--- config.mk ---
export PLATFORM = sky130hd
export DESIGN_NAME = core_control_scoreboard
export DESIGN_NICKNAME = d
export VERILOG_FILES = /design/src/rtl/core_control_scoreboard.sv
export SDC_FILE = /design/constraint.sdc
export NUM_CORES = 1
export LEC_CHECK = 0
export ABC_CLOCK_PERIOD_IN_PS = 4300
export CAP_MARGIN = 10
export CORE_ASPECT_RATIO = 0.9
export CORE_MARGIN = 5
export CORE_UTILIZATION = 27
export DETAILED_ROUTE_END_ITERATION = 16
export PLACE_DENSITY = 0.52
export SYNTH_ARGS = -nofsm -noshare
export SYNTH_HDL_FRONTEND = slang
export SYNTH_SLANG_ARGS = --single-unit
--- constraint.sdc ---
create_clock -name clk -period 4.3 [get_ports clk]
set_input_delay 0.86 -clock clk [delete_from_list [all_inputs] [get_ports clk]]
set_output_delay 0.86 -clock clk [all_outputs]
set_load 0.02 [all_outputs]
--- src/rtl/core_control_scoreboard.sv ---
// core_control_scoreboard
// Hazard scoreboard between decode and the control cycle FSM. In-flight
// register/flag writers ride a fixed-latency shift register (slot 0 youngest);
// a decoded instruction is held back only while a RAW, flag or PC hazard
// against a valid slot is outstanding. Supports pipeline hold and flush.
module core_control_scoreboard #(
   parameter int DEPTH    = 3,
   parameter int REG_BITS = 4,
   parameter int PC_REG   = 15
) (
   input  logic                          clk,
   input  logic                          rst,
   input  logic                          cycle_issue,
   input  logic                          hold,
   input  logic                          flush,
   input  logic                          dec_valid,
   input  logic                          dec_uses_rn,
   input  logic [REG_BITS-1:0]           dec_rn,
   input  logic                          dec_snd_is_imm,
   input  logic [REG_BITS-1:0]           dec_snd_r,
   input  logic                          dec_writeback,
   input  logic [REG_BITS-1:0]           dec_rd,
   input  logic                          dec_update_flags,
   input  logic                          dec_conditional,
   input  logic                          ext_flags_busy,
   output logic                          stall,
   output logic                          next_bubble,
   output logic                          bubble,
   output logic [(2**REG_BITS)-1:0]      pending_mask,
   output logic [$clog2(DEPTH+1)-1:0]    inflight
);

   localparam int MASK_W = 2**REG_BITS;
   localparam int CNT_W  = $clog2(DEPTH+1);
   localparam logic [REG_BITS-1:0] PC_IDX = REG_BITS'(PC_REG);

   // slot state
   logic [DEPTH-1:0]    valid_q, valid_d;
   logic [DEPTH-1:0]    wb_q,    wb_d;
   logic [DEPTH-1:0]    flags_q, flags_d;
   logic [REG_BITS-1:0] rd_q [DEPTH];
   logic [REG_BITS-1:0] rd_d [DEPTH];
   logic                bubble_q, bubble_d;

   // hazard terms
   logic pc_hazard_s;
   logic data_hazard_s;
   logic flags_hazard_s;
   logic any_flags_s;
   logic rn_read_s;
   logic snd_read_s;
   logic accept_s;

   // Operand reads that name the PC conflict with any pending register write.
   assign rn_read_s  = dec_uses_rn;
   assign snd_read_s = !dec_snd_is_imm;

   // Hazard detection over valid slots; all terms are zero-latency.
   always_comb begin
      pc_hazard_s   = 1'b0;
      data_hazard_s = 1'b0;
      any_flags_s   = 1'b0;
      for (int k = 0; k < DEPTH; k++) begin
         pc_hazard_s   = pc_hazard_s |
                         (valid_q[k] & wb_q[k] & (rd_q[k] == PC_IDX));
         data_hazard_s = data_hazard_s |
                         (valid_q[k] & wb_q[k] &
                          ((rn_read_s  & ((dec_rn    == rd_q[k]) | (dec_rn    == PC_IDX))) |
                           (snd_read_s & ((dec_snd_r == rd_q[k]) | (dec_snd_r == PC_IDX)))));
         any_flags_s   = any_flags_s | (valid_q[k] & flags_q[k]);
      end
      flags_hazard_s = (dec_update_flags | dec_conditional) & (any_flags_s | ext_flags_busy);
      next_bubble    = dec_valid & (pc_hazard_s | data_hazard_s | flags_hazard_s);
      stall          = !cycle_issue | next_bubble | hold;
      accept_s       = cycle_issue & dec_valid & !next_bubble & !hold & !flush;
   end

   // Pending-write mask and occupancy count derived from the slots.
   always_comb begin
      pending_mask = '0;
      inflight     = '0;
      for (int k = 0; k < DEPTH; k++) begin
         pending_mask = pending_mask |
                        (MASK_W'(valid_q[k] & wb_q[k]) << rd_q[k]);
         inflight     = inflight + CNT_W'(valid_q[k]);
      end
   end

   // Next slot/bubble state: flush clears, hold freezes, otherwise shift.
   always_comb begin
      valid_d  = valid_q;
      wb_d     = wb_q;
      flags_d  = flags_q;
      bubble_d = bubble_q;
      for (int k = 0; k < DEPTH; k++) begin
         rd_d[k] = rd_q[k];
      end
      if (flush) begin
         valid_d  = '0;
         wb_d     = '0;
         flags_d  = '0;
         bubble_d = 1'b0;
         for (int k = 0; k < DEPTH; k++) begin
            rd_d[k] = '0;
         end
      end else if (hold) begin
         bubble_d = bubble_q;
      end else begin
         for (int k = 1; k < DEPTH; k++) begin
            valid_d[k] = valid_q[k-1];
            wb_d[k]    = wb_q[k-1];
            flags_d[k] = flags_q[k-1];
            rd_d[k]    = rd_q[k-1];
         end
         valid_d[0] = accept_s;
         wb_d[0]    = accept_s & dec_writeback;
         flags_d[0] = accept_s & dec_update_flags;
         rd_d[0]    = accept_s ? dec_rd : '0;
         bubble_d   = cycle_issue & next_bubble;
      end
   end

   // State registers with synchronous reset discarding every entry.
   always_ff @(posedge clk) begin
      if (rst) begin
         valid_q  <= '0;
         wb_q     <= '0;
         flags_q  <= '0;
         bubble_q <= 1'b0;
         for (int k = 0; k < DEPTH; k++) begin
            rd_q[k] <= '0;
         end
      end else begin
         valid_q  <= valid_d;
         wb_q     <= wb_d;
         flags_q  <= flags_d;
         bubble_q <= bubble_d;
         for (int k = 0; k < DEPTH; k++) begin
            rd_q[k] <= rd_d[k];
         end
      end
   end

   assign bubble = bubble_q;

endmodule
# Yosys cells after proc, flatten, opt, wreduce, memory -nomap -nowiden

Memory sizes are Yosys's and may differ from the RTL's.
Cells that the tools add are included.

Bits of input ports: 24
Output and inout bits: 21
Memory bits (writable): 12
Register bits: 10
Memory bits (read-only): 0
Memories kept: 1
Logic and storage cells: 92
Latch bits: 0

Add/subtract/negate cells: 2
Bitwise gates (word level): 56
Shift-type cells: 3
Mux-type cells: 9
Reduce and logical (&&, ||, !) cells: 6
Div/mod/pow operators: 0
Multiply operators: 0
Order comparisons: 0
Eq/ne operators: 11

Memory list:

| memory | depth | width | read ports | clocked after Yosys merged registers in | write ports | line | RTL |
|---|---|---|---|---|---|---|---|
| rd_q   | 3     | 4     | 3          | 0                                       | 3           | 41   | `logic [REG_BITS-1:0] rd_q [DEPTH];` |

Operators by type and width:

| kind               | number |
|---|---|
| $shl 1x4->16       | 3 |
| $or 16x16->16      | 2 |
| $and 1x1->1        | 30 |
| $eq 4x4->1         | 6 |
| $mux 12            | 2 |
| $or 1x1->1         | 24 |
| $eq 4x4->1 const B | 5 |
| $mux 4             | 4 |
| $logic_not 1->1    | 5 |
| $mux 1             | 3 |
| $add 1x1->2        | 1 |
| $add 2x1->2        | 1 |
| $reduce_or 2->1    | 1 |

# Longest topological paths before layout

Gate-level depths: netlist of the first run.

Depth in word-level cells: 18
Gate-level depth with buffers: 7

# Worst setup path after synthesis of the first run

No wires, ideal clock.

Path kind: input to output
From: input dec_rn[3]
To: output next_bubble
Data arrival time: 2.093 ns
Stages: 5
Slack: 1.347 ns
Cell sequence: xor2_1 o41ai_1 nand4_1 and4_1 a31oi_1

Cells in the longest elaborated chain, start to end: 10
Elaborated cells between the ends (all ways): 21
Those cells by class: eq/ne: 4; bitwise: 17

RTL lines:

| element                      | line | RTL |
|---|---|---|
| from (decl)                  | 18   | `input logic [REG_BITS-1:0] dec_rn,` |
| $eq 4x4->1                   | 68   | `((rn_read_s & ((dec_rn == rd_q[k]) \| (dec_rn == PC_IDX))) \|` |
| $or 1x1->1                   | 68   |  |
| $and 1x1->1                  | 68   |  |
| $or 1x1->1                   | 68   |  |
| $and 1x1->1                  | 67   | `(valid_q[k] & wb_q[k] &` |
| $or 1x1->1                   | 66   | `data_hazard_s = data_hazard_s \|` |
| $or 1x1->1 (*)               | 66   |  |
| $or 1x1->1 (*) (2 in series) | 73   | `next_bubble = dec_valid & (pc_hazard_s \| data_hazard_s \| flags_hazard_s);` |
| $and 1x1->1 (*)              | 73   |  |
| to (decl)                    | 27   | `output logic next_bubble,` |

Every way passes the cells marked *; elsewhere a longest branch is shown, timed or not.

# Worst setup path in the final report of the first run

From: input dec_snd_r[3]
To: output next_bubble

Cells in the longest elaborated chain, start to end: 10
Elaborated cells between the ends (all ways): 21
Those cells by class: eq/ne: 4; bitwise: 17

RTL lines:

| element                      | line | RTL |
|---|---|---|
| from (decl)                  | 20   | `input logic [REG_BITS-1:0] dec_snd_r,` |
| $eq 4x4->1                   | 69   | `(snd_read_s & ((dec_snd_r == rd_q[k]) \| (dec_snd_r == PC_IDX)))));` |
| $or 1x1->1                   | 69   |  |
| $and 1x1->1                  | 69   |  |
| $or 1x1->1                   | 68   |  |
| $and 1x1->1                  | 67   |  |
| $or 1x1->1                   | 66   |  |
| $or 1x1->1 (*)               | 66   |  |
| $or 1x1->1 (*) (2 in series) | 73   |  |
| $and 1x1->1 (*)              | 73   |  |

Marks and branches as above.

==> results of run 1 <==
==> kinds of logic (layout without fill, tap and decap cells) <==
kind of cell             count (synthesis)  in the layout  share of synthesized area
adder cells (fa/ha/maj)                  1              1                     0.0116
AND/OR/NAND/NOR                        104            104                      0.296
XOR/XNOR                                24             24                      0.122
AO/OA/AOI/OAI                           38             38                      0.172
buffers and inverters                   21             56                     0.0610
flip-flops                              22             22                      0.256
multiplexers                            14             14                     0.0814
==> metrics by stage <==
stage / cell area [µm²] / setup slack [ns] / utilization / hold slack (ns) / std cells
floorplan: 1720 / 1.35 / - / 0.438 / 224
global placement: 2210 / 0.289 / 0.360 / 0.474 / 342
detailed placement: 2210 / 0.319 / 0.360 / 0.475 / 342
CTS: 2280 / 0.296 / 0.371 / 0.487 / 346
global route: 2280 / 0.147 / 0.371 / 0.511 / 346
finish: 2280 / 0.310 / 0.371 / 0.488 / 346
==> layer usage <==
layer,vias to the layer above,track usage
met5,-,0
met1,830,0.191
li1,874,-
met4,0,0.0381
met2,73,0.206
met3,7,0.0254
==> area by class of cell <==
type,instances,area (µm²)
Clock buffer,3,41.3
Clock inverter,1,30.0
Fill cell,652,3870
Inverter,4,15.0
Multi-Input combinational cell,181,1180
Sequential cell,22,440
Tap cell,87,109
Timing Repair Buffer,48,470
==> worst reg2reg max path: stages (launching register included) <==
cell     delay, ns
dfxtp_1       0.60
xor2_1        0.15
o41ai_2       0.40
a32oi_2       0.25
buf_4         0.20
nand4_1       0.08
o21ai_1       0.06
==> synth_stat cells, drive strengths merged (5+ instances only) <==
cell type,instances,share of area
a22oi,9,0.039
a32oi,8,0.045
buf,14,0.046
dfxtp,22,0.26
mux2i,14,0.081
nand2,41,0.089
nand4,11,0.044
nor2,22,0.048
nor2b,6,0.022
nor3b,6,0.026
o21ai,8,0.023
xnor2,5,0.025
xor2,19,0.097
==> flip-flops by register name, indices dropped and copies added, names as in the netlist <==
register,cells
bubble,1
rd_q,12
valid_q,3
wb_q,3
flags_q,3
==> final timing paths <==
| kind | startpoint | end | slack, ns |
|---|---|---|---|
| setup / recovery | dec_snd_r[3] | next_bubble | 0.31 |
| setup reg to reg | rd_q[0][10] | flags_q[0] | 2.45 |
| hold / removal | flags_q[0] | flags_q[0] | 0.49 |
| hold reg to reg | flags_q[0] | flags_q[0] | 0.49 |
==> report_power, final <==
part	leakage [nW]	switching [mW]	internal [mW]	total [mW]
sequential	0.177	0.00202	0.204	0.206
clock	0.0357	0.0729	0.124	0.197
combinational	0.714	0.0287	0.0351	0.0638
==> metrics.cfg, run 1 <==
[timing]
rsz0062_at_grt = no
fmax_mhz = 251
finalCriticalPeriod_ns = 3.99
setup_violations = 0
setup_tns_ns = 0
maxSlewViolCount = 0
hold_violations = 0
tightest_slew_ns = 0.606
timing.final.crit_share = 0.928
slew_headroom = 0.595
finClkSkew_ns = 0.000656

[synthesis]
ys.flop_type = dfxtp_1
postSynthNetCount = 249
netlist_instances = 224
synth.avg_cell_area_um2 = 7.69
synth_seq_area_share = 0.256
async_flop_share = 0
ys_warn_count = 0
ys_seq_elements = 22
synth_cell_types = 37
synth_enable_flop_cells = 0
syn_area_um2 = 1720

[critical_path]
crit_chain = clkdlybuf4s50_1 > xor2_1 > o41ai_1 > nand3b_1 > and4_1 > a31oi_1 > clkdlybuf4s50_1
crit_fanout = 4
cp-start-kind = input port
crit_top_cell = clkdlybuf4s50_1
rr_worst_depth = 6
crit_type = input port to output port
crit_path_end_kind = output port
critPathArrivalTime_ns = 3.13
slowest_stage = clkdlybuf4s50_1
path_buf_inv = 2
cp_slowest_stage_delay_ns = 0.63
cp_top_family = buffers and inverters
cp.depth = 7
worstPathRequired_ns = 3.44

[final_layout]
drive_gt1_frac = 0.0579
final_common_cell = clkdlybuf4s50_1
areaGrowthSynthToFinish_pct = 32.6
n_antenna_cell = 0
mostFrequentLayoutCells = clkdlybuf4s50_1 (44), nand2_1 (41), nor2_1 (22), dfxtp_1 (22), xor2_1 (19)
fin_nets = 285

[detailed_routing]
route.detailed.drc = 0
wl_met3_um = 445
wl_um = 5200
wl_met2_um = 2310
wl_per_cell_um = 15.0
top_layer = met4
vias = 1784
m1WireLength_um = 2370
viasPerCell = 5.16
antenna_left = 0
drt_iter0_drc = 106
drt_first_pass_iters = 5

[floorplanning]
die_area_um2 = 8080
io_pins = 45
start_util = 0.280
fp.dieW_um = 94.2
core_area_um2 = 6150
fp.dieH_um = 85.8
std_cell_rows = 27

[min_path]
min_path_type = flip-flop to flip-flop
holdPathStages = 2

[clock_tree]
cts-buffers-inserted = 3
cts_max_level = 1
root_buffer = clkbuf_8
clkSlewWorstSetupHoldPaths_ns = 0.08
clock_path_buffers = 2
clock-sinks = 22
cts_resized = 0
cts_tree = done
post_cts_buffers = 0
clk_latency_ns = 0.27
holdBufCountCts = 0

[job]
drv_cap = 0

[pwr]
p_leak_nw = 0.927
total_power_mw = 0.468
power.density_nw_per_um2 = 205
vdd_drop_max_mv = 0.157

[global_route]
overflow = 0
grt_usage = 0.134
antenna_found_initial = 0
grt_pass1_wl_um = 8730
grt_pass1_vias = 1689
grt_max_degree = 17

[placement]
port_buffers = 44
post-dp-hpwl_um = 3970
place_congestion = 0.786

[outcome]
outcome = completed

No activity file was read; power rests on OpenSTA's default activity.
==> run 2: changes to the inputs <==
Settings changed: ABC_CLOCK_PERIOD_IN_PS 4300 to 4400.
Clock period 4.3 ns to 4.4 ns, I/O delays scaled along.
==> run 2 against run 1 <==
  * Utilization is 0.39 points lower
  * Die area did not move
  * Worst hold slack improved by 0.011 ns
  * First-iteration DRC count shrank 0.94%
  * Setup slack lost 0.034 ns
  * Sequential power is 2% lower
  * Largest cell class unchanged
==> metrics.cfg, run 2 (same netlist as run 1, synthesis figures left out) <==
[outcome]
outcome = completed

[detailed_routing]
top_layer = met4
wl_per_cell_um = 15.3
wl_met3_um = 376
route.detailed.drc = 0
vias = 1749
wl_um = 5280
antenna_left = 0
wl_met2_um = 2460
drt_iter0_drc = 105
drt_first_pass_iters = 4
m1WireLength_um = 2430
viasPerCell = 5.07

[timing]
whs_ns = 0.499
setup_violations = 0
finClkSkew_ns = 0.00413
rsz0062_at_grt = no
hold_violations = 0
tightest_slew_ns = 0.566
finalCriticalPeriod_ns = 4.12
timing.final.crit_share = 0.937
setup_tns_ns = 0
maxSlewViolCount = 0
slew_headroom = 0.620
fmax_mhz = 242
setup_slack_ns = 0.276

[clock_tree]
clkSlewWorstSetupHoldPaths_ns = 0.08
root_buffer = clkbuf_8
cts-buffers-inserted = 3
post_cts_buffers = 0
holdBufCountCts = 0
clock_path_buffers = 2
cts_max_level = 1
cts_tree = done
cts_resized = 0
clk_latency_ns = 0.26
clock-sinks = 22

[job]
drv_cap = 0

[global_route]
grt_usage = 0.134
grt_max_degree = 17
antenna_found_initial = 0
grt_pass1_wl_um = 8860
grt_pass1_vias = 1721
overflow = 0

[critical_path]
cp.depth = 7
worstPathRequired_ns = 3.52
cp_top_family = buffers and inverters
crit_path_end_kind = output port
rr_worst_depth = 5
crit_type = input port to output port
cp-start-kind = input port
crit_top_cell = clkdlybuf4s50_1
critPathArrivalTime_ns = 3.24
cp_slowest_stage_delay_ns = 0.63
path_buf_inv = 2
crit_chain = clkdlybuf4s50_1 > xor2_1 > o41ai_1 > nand4_1 > and4_1 > a31oi_1 > clkdlybuf4s50_1
slowest_stage = clkdlybuf4s50_1
crit_fanout = 4

[final_layout]
fin_area_um2 = 2260
mostFrequentLayoutCells = clkdlybuf4s50_1 (44), nand2_1 (41), nor2_1 (22), dfxtp_1 (22), xor2_1 (19)
final_common_cell = clkdlybuf4s50_1
areaGrowthSynthToFinish_pct = 31.2
largest_register_ffs = 12
fin_nets = 284
drive_gt1_frac = 0.0543
n_antenna_cell = 0
top_register = rd_q

[placement]
post-dp-hpwl_um = 3920
post-place-ws_ns = 0.313
place_area_um2 = 2200
place_congestion = 0.781
port_buffers = 44

[floorplanning]
start_util = 0.280
core_area_um2 = 6150
fp.dieW_um = 94.2
die_area_um2 = 8080
fp.dieH_um = 85.8
std_cell_rows = 27
io_pins = 45

[min_path]
min_path_type = flip-flop to flip-flop
holdPathStages = 2

[pwr]
p_leak_nw = 0.916
power.density_nw_per_um2 = 180
vdd_drop_max_mv = 0.0875
total_power_mw = 0.407

==> run 2: cell type report <==
class / instances / area (µm²)
Tap cell: 87 / 109
Fill cell: 656 / 3890
Sequential cell: 22 / 440
Multi-Input combinational cell: 181 / 1180
Clock buffer: 4 / 55.1
Timing Repair Buffer: 47 / 463
Inverter: 4 / 15.0
==> run 2: worst min-delay path, delay by kind of cell (launching register included) <==
kind	cells	cell delay, ns
DFF	1	0.34
and+or+nand+nor	1	0.06
AOI/OAI and AO/OA	1	0.06
==> run 2: final timing paths <==
kind / endpoint / slack, ns / startpoint
worst max-delay path: next_bubble / 0.28 / dec_rn[3]
worst min-delay path: flags_q[0] / 0.50 / flags_q[0]
worst max register to register: bubble / 2.50 / rd_q[0][7]
worst min register to register: flags_q[0] / 0.50 / flags_q[0]
==> run 2: per-stage QoR <==
| stage | instances | util |
|---|---|---|
| after floorplan | 224 | - |
| after global placement | 341 | 0.358 |
| after detailed placement | 341 | 0.358 |
| after CTS | 345 | 0.367 |
| after global routing | 345 | 0.367 |
| final | 345 | 0.367 |
==> run 2: power by group <==
group	leakage [nW]	switching (mW)	internal, mW
combinational	0.710	0.0286	0.0343
clock	0.0288	0.0625	0.0796
sequential	0.177	0.00204	0.200
total	0.916	0.0932	0.314
==> run 2: per-layer routing <==
layer,vias to the layer above,track usage
li1,863,-
met1,821,0.185
met2,63,0.218
met3,2,0.0316
met4,0,0.0157
met5,-,0
==> run 3: changes to the inputs <==
Settings changed: CTS_BUF_LIST set to sky130_fd_sc_hd__clkbuf_16.
==> run 3 against run 2 <==
  * Critical path depth is the same
  * Final cell count did not move
  * Setup slack improved by 0.038 ns
  * Maximum frequency grew 0.92%
==> metrics.cfg, run 3 (same netlist as run 1, synthesis figures left out) <==
[outcome]
outcome = completed

[clock_tree]
cts_resized = 0
clock_path_buffers = 2
cts-buffers-inserted = 3
cts_tree = done
clkSlewWorstSetupHoldPaths_ns = 0.06
holdBufCountCts = 0
cts_max_level = 1
clock-sinks = 22
clk_latency_ns = 0.26
post_cts_buffers = 0
root_buffer = clkbuf_16

[final_layout]
drive_gt1_frac = 0.0504
n_antenna_cell = 0
top_register = rd_q
fin_nets = 284
areaGrowthSynthToFinish_pct = 32.6
fin_area_um2 = 2280
largest_register_ffs = 12
mostFrequentLayoutCells = clkdlybuf4s50_1 (44), nand2_1 (41), nor2_1 (22), dfxtp_1 (22), xor2_1 (19)
layoutNonFillerInstCount = 345
final_common_cell = clkdlybuf4s50_1

[global_route]
grtUsageMet2 = 0.213
grt_pass1_wl_um = 8740
met1_usage = 0.183
antenna_found_initial = 0
overflow = 0
grt_max_degree = 17
busiest_layer = met2
grt_usage = 0.133
use_met3 = 0.0342
grt_pass1_vias = 1723

[timing]
timing.final.crit_share = 0.929
setup_slack_ns = 0.314
hold_violations = 0
setup_tns_ns = 0
tightest_slew_ns = 0.573
setup_violations = 0
finalCriticalPeriod_ns = 4.09
fmax_mhz = 245
finClkSkew_ns = 0.000660
maxSlewViolCount = 0
slew_headroom = 0.615
rsz0062_at_grt = no

[critical_path]
cp_top_family = buffers and inverters
critPathArrivalTime_ns = 3.21
crit_chain = clkdlybuf4s50_1 > xor2_1 > o41ai_1 > a32oi_2 > nand3_1 > a2bb2oi_1 > clkdlybuf4s50_1
worstPathRequired_ns = 3.52
path_buf_inv = 2
rr_worst_depth = 5
crit_top_cell = clkdlybuf4s50_1
cp.depth = 7
crit_fanout = 10
crit_type = input port to output port
slowest_stage = clkdlybuf4s50_1
cp-start-kind = input port
cp_slowest_stage_delay_ns = 0.62
crit_path_end_kind = output port

[floorplanning]
core_area_um2 = 6150
io_pins = 45
fp.dieW_um = 94.2
die_area_um2 = 8080
std_cell_rows = 27
fp.dieH_um = 85.8
start_util = 0.280

[min_path]
holdPathStages = 2
min_path_type = flip-flop to flip-flop

[placement]
port_buffers = 44
dp.cells = 341
place_area_um2 = 2200
post-place-ws_ns = 0.313
place_congestion = 0.781
post-dp-hpwl_um = 3920

[detailed_routing]
viasPerCell = 4.97
wl_um = 5220
wl_per_cell_um = 15.1
route.detailed.drc = 0
drt_iter0_drc = 110
antenna_left = 0
drt_first_pass_iters = 4
vias = 1716

[pwr]
vdd_drop_max_mv = 0.191
power.density_nw_per_um2 = 201
p_leak_nw = 0.926

[job]
drv_cap = 0

## run 3: cell type report
type | count | area (µm²)
clock buffer | 3 | 75.1
timing repair buffer | 47 | 463
multi-input combinational | 181 | 1180
inverter | 4 | 15.0
fill | 655 | 3870
tap | 87 | 109
clock inverter | 1 | 3.75
sequential | 22 | 440
## run 3: metal layers
layer | vias up | routed length (µm)
met5 | - | 0
met4 | 0 | 23
met3 | 2 | 386
met2 | 67 | 2360
met1 | 785 | 2440
li1 | 862 | -
## run 3: where the power goes
group / internal, mW / leakage [nW] / total (mW) / switching [mW]
Combinational: 0.0343 / 0.710 / 0.0623 / 0.0281
Clock: 0.121 / 0.0385 / 0.194 / 0.0724
Sequential: 0.200 / 0.177 / 0.202 / 0.00201
## run 3: per-stage QoR
stage               hold slack, ns  utilization  total power, mW
floorplan                    0.438            -            0.235
global placement             0.470        0.358            0.269
detailed placement           0.490        0.358            0.269
CTS                          0.498        0.371            0.461
global route                 0.520        0.371            0.476
finish                       0.498        0.371            0.458
## run 3: worst reg2reg max path, stage by stage (launching register included)
cell and delay [ns]:
dfxtp_1 0.61, xor2_1 0.13, o41ai_1 0.48, a32oi_2 0.23, and3_1 0.24, a21oi_2 0.12
## run 3: path summary, 6_finish.rpt
path	end	slack [ns]	from
max	stall	0.31	dec_rn[3]
max reg2reg	bubble	2.53	rd_q[0][7]
min reg2reg	flags_q[0]	0.50	flags_q[0]
min	flags_q[0]	0.50	flags_q[0]
